==> config.mk <==
export PLATFORM = sky130hd
export DESIGN_NAME = taxi_xgmii_baser_dec_64
export DESIGN_NICKNAME = d
export VERILOG_FILES = /design/src/rtl/taxi_baser_pkg.sv /design/src/rtl/taxi_baser_ctrl_code_dec.sv /design/src/rtl/taxi_xgmii_baser_dec_64.sv
export SDC_FILE = /design/constraint.sdc
export NUM_CORES = 1
export LEC_CHECK = 0
export CAP_MARGIN = 20
export CORE_ASPECT_RATIO = 0.75
export CORE_UTILIZATION = 45
export CTS_CLUSTER_SIZE = 25
export DETAILED_ROUTE_END_ITERATION = 6
export GPL_ROUTABILITY_DRIVEN = 0
export PLACE_DENSITY = 0.8
export SYNTH_ARGS = -nofsm -noshare
export SYNTH_HDL_FRONTEND = slang
export SYNTH_SLANG_ARGS = --single-unit
export TNS_END_PERCENT = 20
==> constraint.sdc <==
create_clock -name clk -period 4.8 [get_ports clk]
set_input_delay 0.96 -clock clk [delete_from_list [all_inputs] [get_ports clk]]
set_output_delay 0.96 -clock clk [all_outputs]
set_load 0.01 [all_outputs]
==> src/rtl/taxi_baser_pkg.sv <==
// rtl/taxi_baser_pkg.sv - 10GBASE-R receive decode constants and helpers
package taxi_baser_pkg;

  localparam logic [1:0] SYNC_DATA = 2'b01;
  localparam logic [1:0] SYNC_CTRL = 2'b10;

  localparam logic [7:0] BLOCK_TYPE_CTRL     = 8'h1e;
  localparam logic [7:0] BLOCK_TYPE_START_0  = 8'h78;
  localparam logic [7:0] BLOCK_TYPE_CTRL_S_4 = 8'h33;
  localparam logic [7:0] BLOCK_TYPE_OS_S_4   = 8'h66;
  localparam logic [7:0] BLOCK_TYPE_OS_OS    = 8'h55;
  localparam logic [7:0] BLOCK_TYPE_OS_C     = 8'h4b;
  localparam logic [7:0] BLOCK_TYPE_TERM_0   = 8'h87;
  localparam logic [7:0] BLOCK_TYPE_TERM_1   = 8'h99;
  localparam logic [7:0] BLOCK_TYPE_TERM_2   = 8'haa;
  localparam logic [7:0] BLOCK_TYPE_TERM_3   = 8'hb4;
  localparam logic [7:0] BLOCK_TYPE_TERM_4   = 8'hcc;
  localparam logic [7:0] BLOCK_TYPE_TERM_5   = 8'hd2;
  localparam logic [7:0] BLOCK_TYPE_TERM_6   = 8'he1;
  localparam logic [7:0] BLOCK_TYPE_TERM_7   = 8'hff;

  localparam logic [6:0] CTRL_IDLE  = 7'h00;
  localparam logic [6:0] CTRL_ERROR = 7'h1e;
  localparam logic [3:0] O_SEQ_OS   = 4'h0;

  localparam logic [7:0] XGMII_IDLE  = 8'h07;
  localparam logic [7:0] XGMII_START = 8'hfb;
  localparam logic [7:0] XGMII_TERM  = 8'hfd;
  localparam logic [7:0] XGMII_ERROR = 8'hfe;
  localparam logic [7:0] XGMII_SEQ   = 8'h9c;

  localparam logic [63:0] XGMII_ERROR_WORD = {8{XGMII_ERROR}};
  localparam logic [63:0] XGMII_IDLE_WORD  = {8{XGMII_IDLE}};

  typedef enum logic {STATE_C, STATE_D} frame_state_t;
  typedef enum logic [1:0] {KIND_C, KIND_S, KIND_D, KIND_T} block_kind_t;

  // Returns {is_terminate, lane_of_T}.
  function automatic logic [3:0] term_lane(input logic [7:0] block_type);
    case (block_type)
      BLOCK_TYPE_TERM_0: term_lane = 4'b1_000;
      BLOCK_TYPE_TERM_1: term_lane = 4'b1_001;
      BLOCK_TYPE_TERM_2: term_lane = 4'b1_010;
      BLOCK_TYPE_TERM_3: term_lane = 4'b1_011;
      BLOCK_TYPE_TERM_4: term_lane = 4'b1_100;
      BLOCK_TYPE_TERM_5: term_lane = 4'b1_101;
      BLOCK_TYPE_TERM_6: term_lane = 4'b1_110;
      BLOCK_TYPE_TERM_7: term_lane = 4'b1_111;
      default:           term_lane = 4'b0_000;
    endcase
  endfunction

endpackage

==> src/rtl/taxi_baser_ctrl_code_dec.sv <==
// rtl/taxi_baser_ctrl_code_dec.sv - 7-bit 64b/66b control code to XGMII character
module taxi_baser_ctrl_code_dec
  import taxi_baser_pkg::*;
(
  input  logic [6:0] code,
  output logic [7:0] xgmii_char,
  output logic       invalid
);

  always_comb begin
    xgmii_char = XGMII_ERROR;
    invalid    = 1'b1;
    case (code)
      CTRL_IDLE: begin
        xgmii_char = XGMII_IDLE;
        invalid    = 1'b0;
      end
      CTRL_ERROR: begin
        xgmii_char = XGMII_ERROR;
        invalid    = 1'b0;
      end
      default: ;
    endcase
  end

endmodule

==> src/rtl/taxi_xgmii_baser_dec_64.sv <==
// rtl/taxi_xgmii_baser_dec_64.sv - 10GBASE-R 64b/66b block to 64-bit XGMII receive decoder
module taxi_xgmii_baser_dec_64
  import taxi_baser_pkg::*;
#(
  parameter int DATA_W = 64,
  parameter int CTRL_W = DATA_W / 8,
  parameter int HDR_W  = 2
) (
  input  logic              clk,
  input  logic              rst,
  input  logic [DATA_W-1:0] encoded_rx_data,
  input  logic              encoded_rx_data_valid,
  input  logic [HDR_W-1:0]  encoded_rx_hdr,
  input  logic              encoded_rx_hdr_valid,
  output logic [DATA_W-1:0] xgmii_rxd,
  output logic [CTRL_W-1:0] xgmii_rxc,
  output logic              rx_bad_block,
  output logic              rx_sequence_error
);

  if (DATA_W != 64) begin : g_bad_data_w
    $fatal(1, "DATA_W must be 64");
  end
  if (HDR_W != 2) begin : g_bad_hdr_w
    $fatal(1, "HDR_W must be 2");
  end
  if (CTRL_W != DATA_W / 8) begin : g_bad_ctrl_w
    $fatal(1, "CTRL_W must be DATA_W/8");
  end

  logic [7:0]  code_char [8];
  logic [7:0]  code_bad;

  for (genvar n = 0; n < 8; n++) begin : g_lane
    taxi_baser_ctrl_code_dec u_code_dec (
      .code      (encoded_rx_data[8+7*n +: 7]),
      .xgmii_char(code_char[n]),
      .invalid   (code_bad[n])
    );
  end

  logic [63:0]  dec_rxd;
  logic [7:0]   dec_rxc;
  logic         dec_bad;
  block_kind_t  dec_kind;
  logic [7:0]   code_used;
  logic         o_bad;
  logic [7:0]   blk_type;
  logic [3:0]   term;
  logic [63:0]  payload;

  always_comb begin
    dec_rxd   = XGMII_ERROR_WORD;
    dec_rxc   = 8'hff;
    dec_bad   = 1'b0;
    dec_kind  = KIND_C;
    code_used = 8'h00;
    o_bad     = 1'b0;
    blk_type  = encoded_rx_data[7:0];
    term      = term_lane(blk_type);
    // Payload bytes after the type byte, realigned so lane n data is payload[8n +: 8].
    payload   = {8'h00, encoded_rx_data[63:8]};

    if (encoded_rx_hdr == SYNC_DATA) begin
      dec_rxd  = encoded_rx_data;
      dec_rxc  = 8'h00;
      dec_kind = KIND_D;
    end else if (encoded_rx_hdr == SYNC_CTRL) begin
      case (blk_type)
        BLOCK_TYPE_CTRL: begin
          for (int n = 0; n < 8; n++) dec_rxd[8*n +: 8] = code_char[n];
          code_used = 8'hff;
        end
        BLOCK_TYPE_START_0: begin
          dec_rxd  = {encoded_rx_data[63:8], XGMII_START};
          dec_rxc  = 8'h01;
          dec_kind = KIND_S;
        end
        BLOCK_TYPE_CTRL_S_4: begin
          for (int n = 0; n < 4; n++) dec_rxd[8*n +: 8] = code_char[n];
          dec_rxd[63:32] = {encoded_rx_data[63:40], XGMII_START};
          dec_rxc   = 8'h1f;
          code_used = 8'h0f;
          dec_kind  = KIND_S;
        end
        BLOCK_TYPE_OS_S_4: begin
          dec_rxd  = {encoded_rx_data[63:40], XGMII_START, encoded_rx_data[31:8], XGMII_SEQ};
          dec_rxc  = 8'h11;
          o_bad    = encoded_rx_data[35:32] != O_SEQ_OS;
          dec_kind = KIND_S;
        end
        BLOCK_TYPE_OS_OS: begin
          dec_rxd = {encoded_rx_data[63:40], XGMII_SEQ, encoded_rx_data[31:8], XGMII_SEQ};
          dec_rxc = 8'h11;
          o_bad   = (encoded_rx_data[35:32] != O_SEQ_OS) || (encoded_rx_data[39:36] != O_SEQ_OS);
        end
        BLOCK_TYPE_OS_C: begin
          for (int n = 4; n < 8; n++) dec_rxd[8*n +: 8] = code_char[n];
          dec_rxd[31:0] = {encoded_rx_data[31:8], XGMII_SEQ};
          dec_rxc   = 8'hf1;
          code_used = 8'hf0;
          o_bad     = encoded_rx_data[35:32] != O_SEQ_OS;
        end
        default: begin
          if (term[3]) begin
            for (int n = 0; n < 8; n++) begin
              if (n < int'(term[2:0])) begin
                dec_rxd[8*n +: 8] = payload[8*n +: 8];
              end else if (n == int'(term[2:0])) begin
                dec_rxd[8*n +: 8] = XGMII_TERM;
              end else begin
                dec_rxd[8*n +: 8] = code_char[n];
                code_used[n]      = 1'b1;
              end
            end
            dec_rxc  = 8'hff << term[2:0];
            dec_kind = KIND_T;
          end else begin
            dec_bad = 1'b1;
          end
        end
      endcase
    end else begin
      dec_bad = 1'b1;
    end

    dec_bad = dec_bad | (|(code_bad & code_used)) | o_bad;
  end

  logic [63:0]  rxd_q, rxd_d;
  logic [7:0]   rxc_q, rxc_d;
  logic         bad_q, bad_d;
  logic         seq_q, seq_d;
  frame_state_t state_q, state_d;
  logic         seq_err;

  always_comb begin
    rxd_d   = rxd_q;
    rxc_d   = rxc_q;
    bad_d   = 1'b0;
    seq_d   = 1'b0;
    state_d = state_q;
    seq_err = 1'b0;

    if (encoded_rx_data_valid && encoded_rx_hdr_valid) begin
      if (dec_bad) begin
        rxd_d   = XGMII_ERROR_WORD;
        rxc_d   = 8'hff;
        bad_d   = 1'b1;
        state_d = STATE_C;
      end else begin
        if (state_q == STATE_C) begin
          case (dec_kind)
            KIND_S:  state_d = STATE_D;
            KIND_C:  state_d = STATE_C;
            default: seq_err = 1'b1;
          endcase
        end else begin
          case (dec_kind)
            KIND_D:  state_d = STATE_D;
            KIND_T:  state_d = STATE_C;
            default: seq_err = 1'b1;
          endcase
        end

        if (seq_err) begin
          rxd_d   = XGMII_ERROR_WORD;
          rxc_d   = 8'hff;
          seq_d   = 1'b1;
          state_d = STATE_C;
        end else begin
          rxd_d = dec_rxd;
          rxc_d = dec_rxc;
        end
      end
    end
  end

  always_ff @(posedge clk) begin
    if (rst) begin
      rxd_q   <= XGMII_IDLE_WORD;
      rxc_q   <= 8'hff;
      bad_q   <= 1'b0;
      seq_q   <= 1'b0;
      state_q <= STATE_C;
    end else begin
      rxd_q   <= rxd_d;
      rxc_q   <= rxc_d;
      bad_q   <= bad_d;
      seq_q   <= seq_d;
      state_q <= state_d;
    end
  end

  assign xgmii_rxd         = rxd_q;
  assign xgmii_rxc         = rxc_q;
  assign rx_bad_block      = bad_q;
  assign rx_sequence_error = seq_q;

endmodule
Yosys cells after proc, flatten, opt, wreduce, memory -nomap -nowiden
Index checks and enable logic that the tools add are counted.
- register bits after elaboration: 75
- output and inout bits: 74
- $lt $le $gt $ge: 7
- equal/unequal tests: 34
- shift operators: 1
- muxes and demuxes: 86
- bitwise gates (word level): 4
- reduce and logical (&&, ||, !) cells: 33
- operator list (operator ; count):
    $pmux W64 S6 ; 1
    $mux W64 ; 5
    $mux W8 ; 31
    $eq A8 B8 Y1 const B ; 8
    $eq A7 B5 Y1 const B ; 8
    $logic_not A7 Y1 ; 8
    $mux W1 ; 41
    $pmux W8 S5 ; 1
    $eq A8 B7 Y1 const B ; 4
    $pmux W4 S8 ; 1
    $pmux W8 S4 ; 1
    $reduce_or A2 Y1 ; 13
    $eq A3 B3 Y1 const A ; 4
    $reduce_or A3 Y1 ; 4
    $lt A3 B3 Y1 const A ; 3
    $and A8 B8 Y8 ; 1
    $eq A8 B5 Y1 const B ; 1
    $eq A8 B6 Y1 const B ; 1
    $reduce_bool A4 Y1 ; 2
    $reduce_or A8 Y1 ; 1
    $shl A8 B3 Y8 const A ; 1
    $eq A2 B2 Y1 const B ; 3
    $eq A2 B3 Y1 const A ; 2
    $lt A1 B3 Y1 const A ; 2
    other kinds (13) ; 18

Longest topological paths before layout
- depth after elaboration: 17
- gate-level depth with buffers: 14

By module
Synthesis repeated with hierarchy kept, for this count alone.
- cells, all modules: 750
- area total of the unflattened synthesis: 5679.2 µm²
- by module, submodules not included (module ; times used ; cells each ; area each (µm²) ; sequential area each (µm²)):
    taxi_xgmii_baser_dec_64 ; 1 ; 646 ; 4948.5 ; 1501.4
    taxi_baser_ctrl_code_dec ; 8 ; 13 ; 91.3 ; 0.0

Worst setup path before layout
No wires, ideal clock.
- kind: input -> register
- start point: input port encoded_rx_data[0]
- end point: register rxd_q[19], in the netlist xgmii_rxd[19]
- setup time: 0.134 ns
- data arrival time: 3.566 ns
- path slack: 1.100 ns
- cell stages on the path: 12
- buffers on the path: 4
- cells stage by stage: buf_2 or4_1 a211o_1 o41ai_1 o21a_1 buf_4 o41ai_1 or4_1 buf_2 nor4_4 buf_4 a211oi_1
- cells in the longest elaborated chain, start to end: 14
- elaborated cells on any way between the ends: 88
- classes of those cells: order compare: 7; eq/ne: 24; mux: 44; bitwise: 3; reduce/logical: 10
- RTL lines (what ; RTL line ; RTL):
    start, declared ; taxi_xgmii_baser_dec_64.sv:11 ; input logic [DATA_W-1:0] encoded_rx_data,
    branches (longest 13 deep; another with $lt A1 B3 Y1) ; - ;
    $mux W64 * ; taxi_xgmii_baser_dec_64.sv:146 ; if (dec_bad) begin
    end signal, assigned ; taxi_xgmii_baser_dec_64.sv:187 ; rxd_q <= rxd_d;
    end, declared ; taxi_xgmii_baser_dec_64.sv:130 ; logic [63:0] rxd_q, rxd_d;
Mark *: on every way between the ends. The select of a mux whose other input is x is not followed.
A chain may end at the register's enable or synchronous reset.

Worst setup path in the final report
- start point: input port encoded_rx_data[6]
- end point: register rxd_q[54], in the netlist xgmii_rxd[54]
Same word-level chain as after synthesis.

==> impl_metrics.tcl <==
set metrics [dict create \
    status "finished, violations left" \
    violations "DRC" \
    drive_above_1_share_pct 9.85 \
    antenna_left 0 \
    grt_max_degree 52 \
    r2r_setup_slack_ps 3080 \
    place_hpwl_um 16100 \
    pwr-share-comb_pct 21.3 \
    p_per_area_nw_per_um2 250 \
    timing.hold.ws_ps 486 \
    drc 47 \
    diodes 0 \
    insertion_delay_ps 350 \
    worst_r2r_path_depth 4 \
    layout_min_cycle_time_ps 4440 \
    p_seq_share_pct 36.7 \
    critPathCaptureType "flip-flop" \
    viasPerCell 6.93 \
    synth-main-ff-cell "dfxtp_1" \
    ys_warn_count 0 \
    cp_cell_sequence "clkdlybuf4s50_1, nor4bb_1, o21ai_1, o311a_1, a41o_1, or4_1, buf_4, nor4_2, buf_4, a311oi_1" \
    rsz0062_at_grt "no" \
    finClkSkew_ps 7.78 \
    crit_required_ps 5000 \
    clkPwrFrac_pct 41.9 \
    ys_seq_elements 75 \
    cp-endpoint "xgmii_rxd[54]$_SDFFE_PP0P_" \
    start_util_pct 47.3 \
    grt_use_total_pct 34.8 \
    hp-class "reg2reg" \
    ir_drop_mv 0.155 \
    worstMarginPinSlew_ps 916 \
    clock_path_buffers 2 \
    syn-num-nets 778 \
    drtPass1Iterations 7 \
    placed_cells 977 \
    synth.largest_area_cell "dfxtp_1" \
    die_h_um 95.7 \
    die_w_um 127 \
    crit_arrival_ps 4650 \
    dieArea_um2 12200 \
    crit_type "in2reg" \
    grt_pass1_wl_um 32700 \
    syn-cell-area_um2 5270 \
    vias 6883 \
    cts_resized 0 \
    cts.sinks 75 \
    cts_setup_buffers 0 \
    std_cell_rows 33 \
    path_max_fanout 16 \
    grt.overflow.total 0 \
    core-area_um2 11100 \
    setup_tns_ps 0 \
    numCtsBuffers 9 \
    fin_util_pct 65.5 \
    maxCapViolCount 0 \
    reg2reg_from "state_q$_SDFFE_PP0P_" \
    synth_common_cells "nor2_1 (101), dfxtp_1 (75), a21oi_1 (59)" \
    io_buffer_count 143 \
    synth-edff-count 0 \
    swShare_pct 29.0 \
    synthTopCellsByArea "dfxtp_1 (28%), nor2_1 (7.2%), a21oi_1 (5.6%), o21ai_0 (4.8%), a211oi_1 (4.8%)" \
    instances_no_fill 993 \
    cts-root-buf "clkbuf_16" \
    htreeDepth 3 \
    cts-hold-fix-buffers 0 \
    setup_viol 0 \
    synth_top_area_share_pct 28.5 \
    avgSynthCellArea_um2 7.45 \
    wl_per_cell_um 21.7 \
    max_freq_ghz 0.225 \
    cp-start-kind "input port" \
    yosysSeqAreaShare_pct 28.5 \
    p_int_mw 1.29 \
    maxSlewViolCount 0 \
    ioPinCount 144 \
    relSlewSlack_pct 38.8 \
    path_common_cell "buf_4" \
    hold_viol 0 \
    antenna_found_initial 0 \
    worstReg2RegEnd "xgmii_rxd[56]$_SDFFE_PP1P_" \
    leakage_nw 2.55 \
    min_period_over_period_pct 92.6 \
    grt_pass1_vias 6296 \
    synth_cells 708 \
    switchingPower_mw 0.529 \
    cts_tree "done" \
    netlist-cell-type-count 69 \
    cpPeakStageDelay_ps 840 \
    wl_um 21500 \
    drt-initial-drc-count 1012 \
    path_clk_slew_ps 70 \
    synth.most_common_cell "nor2_1" \
    cpMaxStageDelayCell "clkdlybuf4s50_1" \
    startpoint "encoded_rx_data[6]" \
    async_reset_ff_share_pct 0 \
    nets 918 \
    fin_total_pwr_mw 1.82 \
    syn_to_final_growth_pct 38.4 \
]
## layout by cell type (no fill, tap or decap), types with 7 or more instances in the layout
cell type	count
a31oi_1	32
nand4_1	11
o21ai_0	51
nand2b_1	11
a211o_1	7
a21o_1	7
o32ai_1	10
clkbuf_16	9
or4_1	12
a21oi_1	59
nor2_1	101
nand2_1	56
nand3_1	10
buf_4	42
and2_1	9
a211oi_1	34
clkdlybuf4s50_1	143
a221o_1	9
o21a_1	9
nor4bb_1	10
dfxtp_1	75
nor4_1	9
a311oi_1	12
nor3_1	10
## critical path: cells and delay by family
kind	cells	cell delay, ps
buf+inv	3	1250
simple gates	3	1490
compound gates	4	950
## power groups by stage
stage                     registers, mW  logic, mW  clock network, mW
after floorplan                   0.694      0.159                  0
after global placement            0.682      0.363                  0
after detailed placement          0.683      0.374                  0
after CTS                         0.669      0.376              0.766
after global routing              0.672      0.408              0.796
final                             0.669      0.389              0.764
## per-stage QoR
step                      area [um^2]  setup WS (ps)
final                            7300            356
after global routing             7300           99.0
after CTS                        7300            474
after detailed placement         6970            124
after global placement           6970            274
after floorplan                  5270           1100
## layer usage
layer / up-vias / global-route usage (%) / share of wire (%)
li1: 3029 / - / -
met1: 3138 / 44.3 / 39
met2: 558 / 51.9 / 41
met3: 158 / 12.5 / 14
met4: 0 / 18.4 / 5.0
met5: - / 0 / 0
## registers in the layout (all words and copies together), names as in the netlist
name,count
rx_sequence_error,1
rx_bad_block,1
xgmii_rxd,64
state_q,1
xgmii_rxc,8
## kinds of logic (layout without fill, tap and decap cells)
group                     after synthesis  count (layout)  share of synthesized area (%)
AOI/OAI and AO/OA                     292             292                           37.8
and+or+nand+nor                       276             276                           28.0
DFF                                    75              75                           28.5
buffers and inverters                  61             206                           4.98
muxes                                   3               3                          0.570
xor gates and xnor gates                1               1                          0.166
## area by class of cell
type | instances | area (um^2)
multi-input combinational | 572 | 3510
inverter | 4 | 15.0
clock buffer | 9 | 225
timing repair buffer | 186 | 1770
sequential | 75 | 1500
clock inverter | 7 | 106
fill | 944 | 3850
tap | 140 | 175
## worst min path at each step
stage,from,to,slack (ps),depth (start not counted)
floorplan,xgmii_rxc[0]$_SDFFE_PP1P_,xgmii_rxc[0]$_SDFFE_PP1P_,510,2
global placement,xgmii_rxd[16]$_SDFFE_PP1P_,xgmii_rxd[16]$_SDFFE_PP1P_,480,1
detailed placement,xgmii_rxd[16]$_SDFFE_PP1P_,xgmii_rxd[16]$_SDFFE_PP1P_,470,1
CTS,xgmii_rxc[4]$_SDFFE_PP1P_,xgmii_rxc[4]$_SDFFE_PP1P_,490,2
global route,xgmii_rxc[4]$_SDFFE_PP1P_,xgmii_rxc[4]$_SDFFE_PP1P_,500,2
finish,xgmii_rxc[4]$_SDFFE_PP1P_,xgmii_rxc[4]$_SDFFE_PP1P_,490,2
(Power assumes the default switching activity.)
